## config.mk

```make
export PLATFORM = sky130hd
export DESIGN_NAME = mac4_dot_sequencer
export DESIGN_NICKNAME = d
export VERILOG_FILES = /design/src/rtl/mac4_dot_sequencer.sv
export SDC_FILE = /design/constraint.sdc
export NUM_CORES = 1
export LEC_CHECK = 0
export CAP_MARGIN = 20
export CORE_ASPECT_RATIO = 1.4
export CORE_MARGIN = 3
export CORE_UTILIZATION = 30
export CTS_CLUSTER_DIAMETER = 40
export DETAILED_ROUTE_END_ITERATION = 7
export SKIP_LAST_GASP = 1
export SLEW_MARGIN = 20
export SYNTH_ARGS = -nofsm -noshare
export SYNTH_HDL_FRONTEND = slang
export SYNTH_SLANG_ARGS = --single-unit
```

## constraint.sdc

```tcl
create_clock -name clock -period 5.2 [get_ports clock]
set_clock_uncertainty 0.1 [all_clocks]
set_input_delay 1.56 -clock clock [delete_from_list [all_inputs] [get_ports clock]]
set_output_delay 1.56 -clock clock [all_outputs]
set_load 0.05 [all_outputs]
```

## src/rtl/mac4_dot_sequencer.sv

```systemverilog
// Feeds 4-lane int8 operand beats to an external fixed-latency MAC, accumulates
// each dot product and hands finished sums out through a 2-entry FWFT buffer.
module mac4_dot_sequencer #(
    parameter int MAC_LATENCY = 3,
    parameter int LEN_W       = 16,
    parameter int CNT_W       = 16
) (
    input  logic             clock,
    input  logic             reset,
    input  logic             cfg_valid,
    output logic             cfg_ready,
    input  logic [LEN_W-1:0] cfg_len,
    input  logic [CNT_W-1:0] cfg_count,
    input  logic             in_valid,
    output logic             in_ready,
    input  logic [31:0]      in_a,
    input  logic [31:0]      in_b,
    output logic [31:0]      mac_dataa,
    output logic [31:0]      mac_datab,
    input  logic [31:0]      mac_result,
    output logic             out_valid,
    input  logic             out_ready,
    output logic [31:0]      out_data,
    output logic             out_last,
    output logic             busy,
    output logic             done
);

    localparam int DEPTH = MAC_LATENCY + 1;

    typedef enum logic [1:0] {
        S_IDLE,
        S_RUN,
        S_DRAIN,
        S_FINISH
    } state_t;

    state_t           r_state;
    state_t           w_next;
    logic [LEN_W-1:0] r_len;
    logic [LEN_W-1:0] r_beat_idx;
    logic [CNT_W-1:0] r_count;
    logic [CNT_W-1:0] r_dp_idx;
    logic [31:0]      r_mac_a;
    logic [31:0]      r_mac_b;
    logic [DEPTH-1:0] r_tag_v;
    logic [DEPTH-1:0] r_tag_dp;
    logic [DEPTH-1:0] r_tag_b;
    logic [31:0]      r_acc;
    logic [31:0]      r_buf_data [2];
    logic [1:0]       r_buf_last;
    logic             r_rd_ptr;
    logic             r_wr_ptr;
    logic [1:0]       r_occ;

    logic             w_accept;
    logic             w_last_dp;
    logic             w_last_batch;
    logic [3:0]       w_inflight;
    logic [3:0]       w_used;
    logic             w_tail_v;
    logic [31:0]      w_sum;
    logic             w_push;
    logic             w_pop;
    logic             w_done;

    assign w_last_dp    = (r_beat_idx == r_len - LEN_W'(1));
    assign w_last_batch = w_last_dp && (r_dp_idx == r_count - CNT_W'(1));

    // Each dot-product-closing beat in flight has a buffer slot reserved for it.
    always_comb begin
        w_inflight = '0;
        for (int i = 0; i < DEPTH; i++) begin
            w_inflight = w_inflight + {3'b000, r_tag_v[i] & r_tag_dp[i]};
        end
    end

    assign w_used    = {2'b00, r_occ} + w_inflight;
    assign in_ready  = (r_state == S_RUN) && (w_used < 4'd2);
    assign w_accept  = in_valid && in_ready;

    assign w_tail_v  = r_tag_v[DEPTH-1];
    assign w_sum     = r_acc + mac_result;
    assign w_push    = w_tail_v && r_tag_dp[DEPTH-1];

    assign out_valid = (r_occ != 2'd0);
    assign out_data  = out_valid ? r_buf_data[r_rd_ptr] : '0;
    assign out_last  = out_valid && r_buf_last[r_rd_ptr];
    assign w_pop     = out_valid && out_ready;

    assign cfg_ready = (r_state == S_IDLE);
    assign busy      = (r_state != S_IDLE);
    assign done      = w_done;
    assign mac_dataa = r_mac_a;
    assign mac_datab = r_mac_b;

    // NOTE: every output of this block gets a default first so no latch is inferred.
    always_comb begin
        w_next = r_state;
        w_done = 1'b0;
        unique case (r_state)
            S_IDLE: begin
                if (cfg_valid) begin
                    w_next = (cfg_count == '0) ? S_FINISH : S_RUN;
                end
            end
            S_RUN: begin
                if (w_accept && w_last_batch) begin
                    w_next = S_DRAIN;
                end
            end
            S_DRAIN: begin
                if (w_pop && out_last) begin
                    w_next = S_IDLE;
                    w_done = 1'b1;
                end
            end
            S_FINISH: begin
                w_next = S_IDLE;
                w_done = 1'b1;
            end
            default: w_next = S_IDLE;
        endcase
    end

    // NOTE: state uses non-blocking assignments; the buffer storage is reset too so out_data reads 0 after reset.
    always_ff @(posedge clock) begin
        if (reset) begin
            r_state       <= S_IDLE;
            r_len         <= '0;
            r_beat_idx    <= '0;
            r_count       <= '0;
            r_dp_idx      <= '0;
            r_mac_a       <= '0;
            r_mac_b       <= '0;
            r_tag_v       <= '0;
            r_tag_dp      <= '0;
            r_tag_b       <= '0;
            r_acc         <= '0;
            r_buf_data[0] <= '0;
            r_buf_data[1] <= '0;
            r_buf_last    <= '0;
            r_rd_ptr      <= 1'b0;
            r_wr_ptr      <= 1'b0;
            r_occ         <= '0;
        end else begin
            r_state <= w_next;

            if (r_state == S_IDLE && cfg_valid) begin
                r_len      <= (cfg_len == '0) ? LEN_W'(1) : cfg_len;
                r_count    <= cfg_count;
                r_beat_idx <= '0;
                r_dp_idx   <= '0;
            end else if (w_accept) begin
                if (w_last_dp) begin
                    r_beat_idx <= '0;
                    r_dp_idx   <= r_dp_idx + CNT_W'(1);
                end else begin
                    r_beat_idx <= r_beat_idx + LEN_W'(1);
                end
            end

            // Idle cycles feed zeros and an invalid tag; the matching MAC output is ignored.
            r_mac_a  <= w_accept ? in_a : '0;
            r_mac_b  <= w_accept ? in_b : '0;
            r_tag_v  <= {r_tag_v[DEPTH-2:0], w_accept};
            r_tag_dp <= {r_tag_dp[DEPTH-2:0], w_accept && w_last_dp};
            r_tag_b  <= {r_tag_b[DEPTH-2:0], w_accept && w_last_batch};

            if (w_tail_v) begin
                r_acc <= w_push ? '0 : w_sum;
            end

            if (w_push) begin
                r_buf_data[r_wr_ptr] <= w_sum;
                r_buf_last[r_wr_ptr] <= r_tag_b[DEPTH-1];
                r_wr_ptr             <= ~r_wr_ptr;
            end
            if (w_pop) begin
                r_rd_ptr <= ~r_rd_ptr;
            end
            unique case ({w_push, w_pop})
                2'b10:   r_occ <= r_occ + 2'd1;
                2'b01:   r_occ <= r_occ - 2'd1;
                default: r_occ <= r_occ;
            endcase
        end
    end

endmodule

```

# ---- After elaboration in Yosys (flattened, before gate mapping)
# Memories as Yosys holds them, arrays and structs flattened. A register that Yosys moved wholly into a read port is not among the register bits.
# Index checks and enable logic that the tools add are counted.
dict set report classes {
  addsub 11
  n_lt_le_gt_ge 4
  eq_ne 10
  n_mux 27
  bitwise 7
  reduce_logical 22
}
# cell count
set ops {}
lappend ops {{32-bit two-way mux} 3}
lappend ops {{16-bit by 1-bit adder with 16-bit output, second input constant} 2}
lappend ops {{32-bit adder} 1}
lappend ops {{16-bit equality test} 2}
lappend ops {{16-bit zero test} 2}
lappend ops {{16-bit two-way mux} 2}
lappend ops {{32-bit OR reduction} 1}
lappend ops {{16-bit by 1-bit subtractor with 16-bit output, second input constant} 2}
lappend ops {{1-bit two-way mux} 13}
lappend ops {{1-bit logical AND} 11}
lappend ops {{2-bit two-way mux} 4}
lappend ops {{2-bit case mux with 4 select lines} 1}
lappend ops {{2-bit equality test, second input constant} 3}
lappend ops {{2-bit nonzero test} 3}
lappend ops {{2-bit by 4-bit adder with 4-bit output} 1}
lappend ops {{3-bit by 1-bit adder with 4-bit output} 1}
lappend ops {{1-bit AND} 4}
lappend ops {{2-bit by 1-bit equality test with 1-bit output, second input constant} 2}
lappend ops {{1-bit by 2-bit less-than comparator with 1-bit output, second input constant} 2}
lappend ops {{4-bit by 2-bit less-than comparator with 1-bit output, second input constant} 1}
lappend ops {{2-bit != test, second input constant} 2}
lappend ops {{2-bit case mux with 2 select lines} 1}
lappend ops {{2-bit OR reduction} 2}
lappend ops {{2-bit by 1-bit adder with 3-bit output} 1}
lappend ops {{12 further kinds} 14}
dict set report totals {
  ff_bits 180
  ramBits 64
  input_bits 133
  out_inout_bits 102
  mem_count 1
}
# name words word_bits read_ports rd_clocked_by_memory_dff wr line_no
set memory_table {}
lappend memory_table {r_buf_data 2 32 1 1 2 50} ;# logic [31:0] r_buf_data [2];

# ---- Depth between registers and ports, before layout
dict set report depth {
  ltp_word 11
  depth_mapped 15
}

# ---- Least setup slack after synthesis
# Ideal clock, no wire load.
dict set report synth_path {
  kind {register -> register}
  from {register r_tag_v[0]}
  to {register r_beat_idx[15]}
  setup_ps 120
  arrival_ps 5125
  path_slack_ps -144
  stages_incl_launch_ff 16
  n_path_buf 1
  synth_period_minus_slack_ps 5344
  path_cell_list {dfxtp_1 > and2_1 > fa_1 > ha_1 > a31o_2 > fa_1 > nor4b_1 > and2_1 > buf_2 > nand3_1 > nor2_1 > nand3_1 > or3_1 > nor2_1 > xnor2_1 > nor2_1}
}
dict set report synth_between {
  elab_chain_len 8
}
# element line_no
set synth_lines {}
lappend synth_lines {{from (decl)} 46} ;# logic [DEPTH-1:0] r_tag_v;
lappend synth_lines {{from (signal assigned)} 166} ;# r_tag_v <= {r_tag_v[DEPTH-2:0], w_accept};
lappend synth_lines {{1-bit AND} 74} ;# w_inflight = w_inflight + {3'b000, r_tag_v[i] & r_tag_dp[i]};
lappend synth_lines {{1-bit by 1-bit adder with 2-bit output} 74}
lappend synth_lines {{2-bit by 1-bit adder with 3-bit output} 74}
lappend synth_lines {{3-bit by 1-bit adder with 4-bit output} 74}
lappend synth_lines {{2-bit by 4-bit adder with 4-bit output} 78} ;# assign w_used = {2'b00, r_occ} + w_inflight;
lappend synth_lines {{4-bit by 2-bit less-than comparator with 1-bit output} 79} ;# assign in_ready = (r_state == S_RUN) && (w_used < 4'd2);
lappend synth_lines {{1-bit logical AND} 79}
lappend synth_lines {{named net in_ready} 15} ;# output logic in_ready,
lappend synth_lines {{1-bit logical AND} 80} ;# assign w_accept = in_valid && in_ready;
lappend synth_lines {{to (signal assigned)} 159} ;# r_beat_idx <= r_beat_idx + LEN_W'(1);
lappend synth_lines {{to (decl)} 41} ;# logic [LEN_W-1:0] r_beat_idx;
# The timed path passes the listed nets, and every way through them passes these cells.
# A chain may end at the register's enable or synchronous reset.

# ---- Worst setup path after layout
dict set report layout_path {
  from {register r_tag_v[3]}
  to {output in_ready}
}
dict set report layout_between {
  elab_chain_len 5
}
# element line_no
set layout_lines {}
lappend layout_lines {{1-bit AND} 74}
lappend layout_lines {{3-bit by 1-bit adder with 4-bit output} 74}
lappend layout_lines {{2-bit by 4-bit adder with 4-bit output} 78}
lappend layout_lines {{4-bit by 2-bit less-than comparator with 1-bit output} 79}
lappend layout_lines {{1-bit logical AND} 79}
lappend layout_lines {{to (decl)} 15}
# No other way between the ends.

==> out/results.txt <==
HP Class - register to register
post-synthesis register bit count - 245
GRT busiest layer - met2
Sw Share - 0.250
post-synthesis sequential area ratio - 0.476
port bufs - 234
leading cell types in the layout, fill and taps excluded - 231 x clkdlybuf4s50_1, 203 x nor2_1, 180 x dfxtp_1, 97 x nand2_1, 79 x and2_1
post-CTS setup buffers - 0
Synth Warn # - 0
most common cell after layout, fill and taps aside - clkdlybuf4s50_1
Tot GR Track Use - 0.146
final hold slack - 332 ps
post-layout util - 0.413
WP data required - 3540 ps
Max Slew Vio Count - 0
static leakage - 6.03 nW
TritonCTS clock tree - done
Clock Pin Slew Worst Setup and Hold Paths - 50 ps
Final WS setup - 314 ps
largest area contributor in the netlist - dfxtp_1
design area - 15,700 µm²
CP Capture Type - primary output
CTS root buf - clkbuf_16
Setup-failing EPs final - 0
syn nets - 1,403
number of CTS-inserted buffers - 36
num rows - 84
Most used DFF post-synth - dfxtp_1
drt first pass iters - 4
fraction of layout cells with a size suffix above 1 - 0.0721
initial antenna violation count - 0
Power Density - 313 nW/µm²
worst-skew pair later-pin latency - 510 ps
post-route ant nets - 0
largest net degree at the start of global routing - 67
CP startpoint kind - register
Starting DRT DRC Count - 429
GR Layer Usage met3 - 0.0365
chip width - 173 µm
P_sw - 1.23 mW
Resized cells post-CTS - 0
Nets - 1,631
met1 GRT Util - 0.160
asr flop ratio synth - 0
total grt overflow - 0
via count - 9,531
Critical Path Fanout Max - 11
vias in the first global route - 9,637
min cycle time layout - 4890 ps
fmax - 0.205 GHz
number of synthesized flops with an enable pin - 64
maximum vdd ir drop - 0.215 mV
Starting Density - 0.307
Layout area overhead - 34.6%
detailed placer's ending HPWL - 22,700 µm
global-route wire length before repair - 49,700 µm
# DRC - 0
Die H - 239 µm
top cells by area, synth - dfxtp_1 31%, edfxtp_1 16%, nor2_1 6.6%, and2_1 4.2%, ha_1 4.0%
Slew headroom - 0.413
grt met2 use - 0.276
full die area - 41,300 µm²
ant diodes - 0
outcome - finished clean
GPL Wtd Cong - 0.835
Yosys cell types - 82
combinational share of power - 0.109
Flop pwr share - 0.415
post-synth top area share - 0.311
RSZ-0062 raised after global routing - false
via-per-instance ratio - 4.77
I/O pins - 235
Crit Path Category - register to primary output
Mapped Cells - 1,230
TNS Setup - 0 ps
routed length per instance - 15.5 µm
core area - 37,900 µm²
# fillers - 3,739
pre-CTS setup slack - 267 ps
Power Internal - 3.68 mW
hold_buf cts - 0
final hold violation count - 0
Post-DP Area - 14,500 µm²
Worst Tran Pin Value - 877 ps
clock buffer depth - 3
Detailed Route WL - 31,100 µm
CP Data Arrival Time - 3230 ps
Max-cap violations - 0
mean area per synthesized cell - 9.47 µm²
Final period util - 0.940
H-tree levels - 2
# clock sinks - 245
clock share of power - 0.476
Mapped Area - 11,600 µm²
cell type report:
class	count	area, µm²	share of cell area
Inverter	31	116	0.00742
Timing Repair Buffer	248	2440	0.155
Clock buffer	44	993	0.0633
Multi-Input combinational cell	896	5770	0.368
Clock inverter	20	176	0.0112
Tap cell	516	646	0.0412
Sequential cell	245	5550	0.354
registers in the layout, indices dropped and copies added, names as in the netlist, 16 cells and up, named ones only:
register,cells
mac_dataa,32
mac_datab,32
r_acc,32
r_beat_idx,16
r_buf_data,64
r_count,16
r_dp_idx,16
r_len,16
through the flow:
stage | total power [mW] | instances
final | 4.91 | 2000
after global routing | 5.11 | 2000
after detailed placement | 2.62 | 1936
after CTS | 4.99 | 2000
after floorplan | 2.41 | 1230
after global placement | 2.61 | 1936
cell usage after synthesis, drive strengths merged (3+ instances only):
cell / instances
xor2: 47
o22ai: 3
o32ai: 5
and3: 9
nand3: 20
nand4: 17
nand2: 97
clkbuf: 42
a211o: 3
nor4: 16
buf: 16
a2bb2oi: 8
a22o: 10
xnor2: 52
a21o: 19
nor2: 205
mux2i: 39
or4: 5
inv: 31
a21oi: 69
and4: 4
o21a: 7
a211oi: 4
nor3: 15
nor4b: 4
o2bb2ai: 3
ha: 37
o21bai: 4
edfxtp: 64
nand2b: 5
fa: 3
o211a: 4
a31oi: 9
dfxtp: 181
or4b: 3
o211ai: 7
nor2b: 14
o21ai: 21
and2: 79
o31ai: 6
or3: 12
layer usage:
layer	wire length [µm]	up-vias
met4	869	0
met1	12300	4460
li1	-	4744
met3	1960	61
met2	16000	266
met5	0	-
cell families after synthesis:
logic type,synth area share
mux,0.0345
buf+inv,0.0306
compound gates,0.118
xor+xnor,0.0744
fa+ha+maj,0.0449
simple gates,0.222
flops,0.476
power by group through the flow:
stage / Sequential (mW) / Combinational [mW] / Clock (mW)
5_1_grt: 2.05 / 0.582 / 2.48
6_report: 2.04 / 0.533 / 2.34
3_5_place_dp: 2.08 / 0.536 / 0
3_3_place_gp: 2.08 / 0.528 / 0
2_1_floorplan: 2.11 / 0.298 / 0
4_1_cts: 2.04 / 0.539 / 2.41
worst max-delay path: stages (launching register included):
cell and delay [ps]:
dfxtp_1 600, nand2_1 280, inv_1 180, ha_1 240, a31o_2 250, fa_1 510, nor4b_2 370, buf_4 280
worst paths after layout:
check,start,to,slack (ps),cells after the start
min reg2reg,r_tag_b[1],r_tag_b[2],330,1
max,r_tag_v[3],in_ready,310,7
max reg2reg,r_tag_v[3],r_beat_idx[15],810,14
min,r_tag_b[1],r_tag_b[2],330,1
Power figures use the tool's default switching activity.
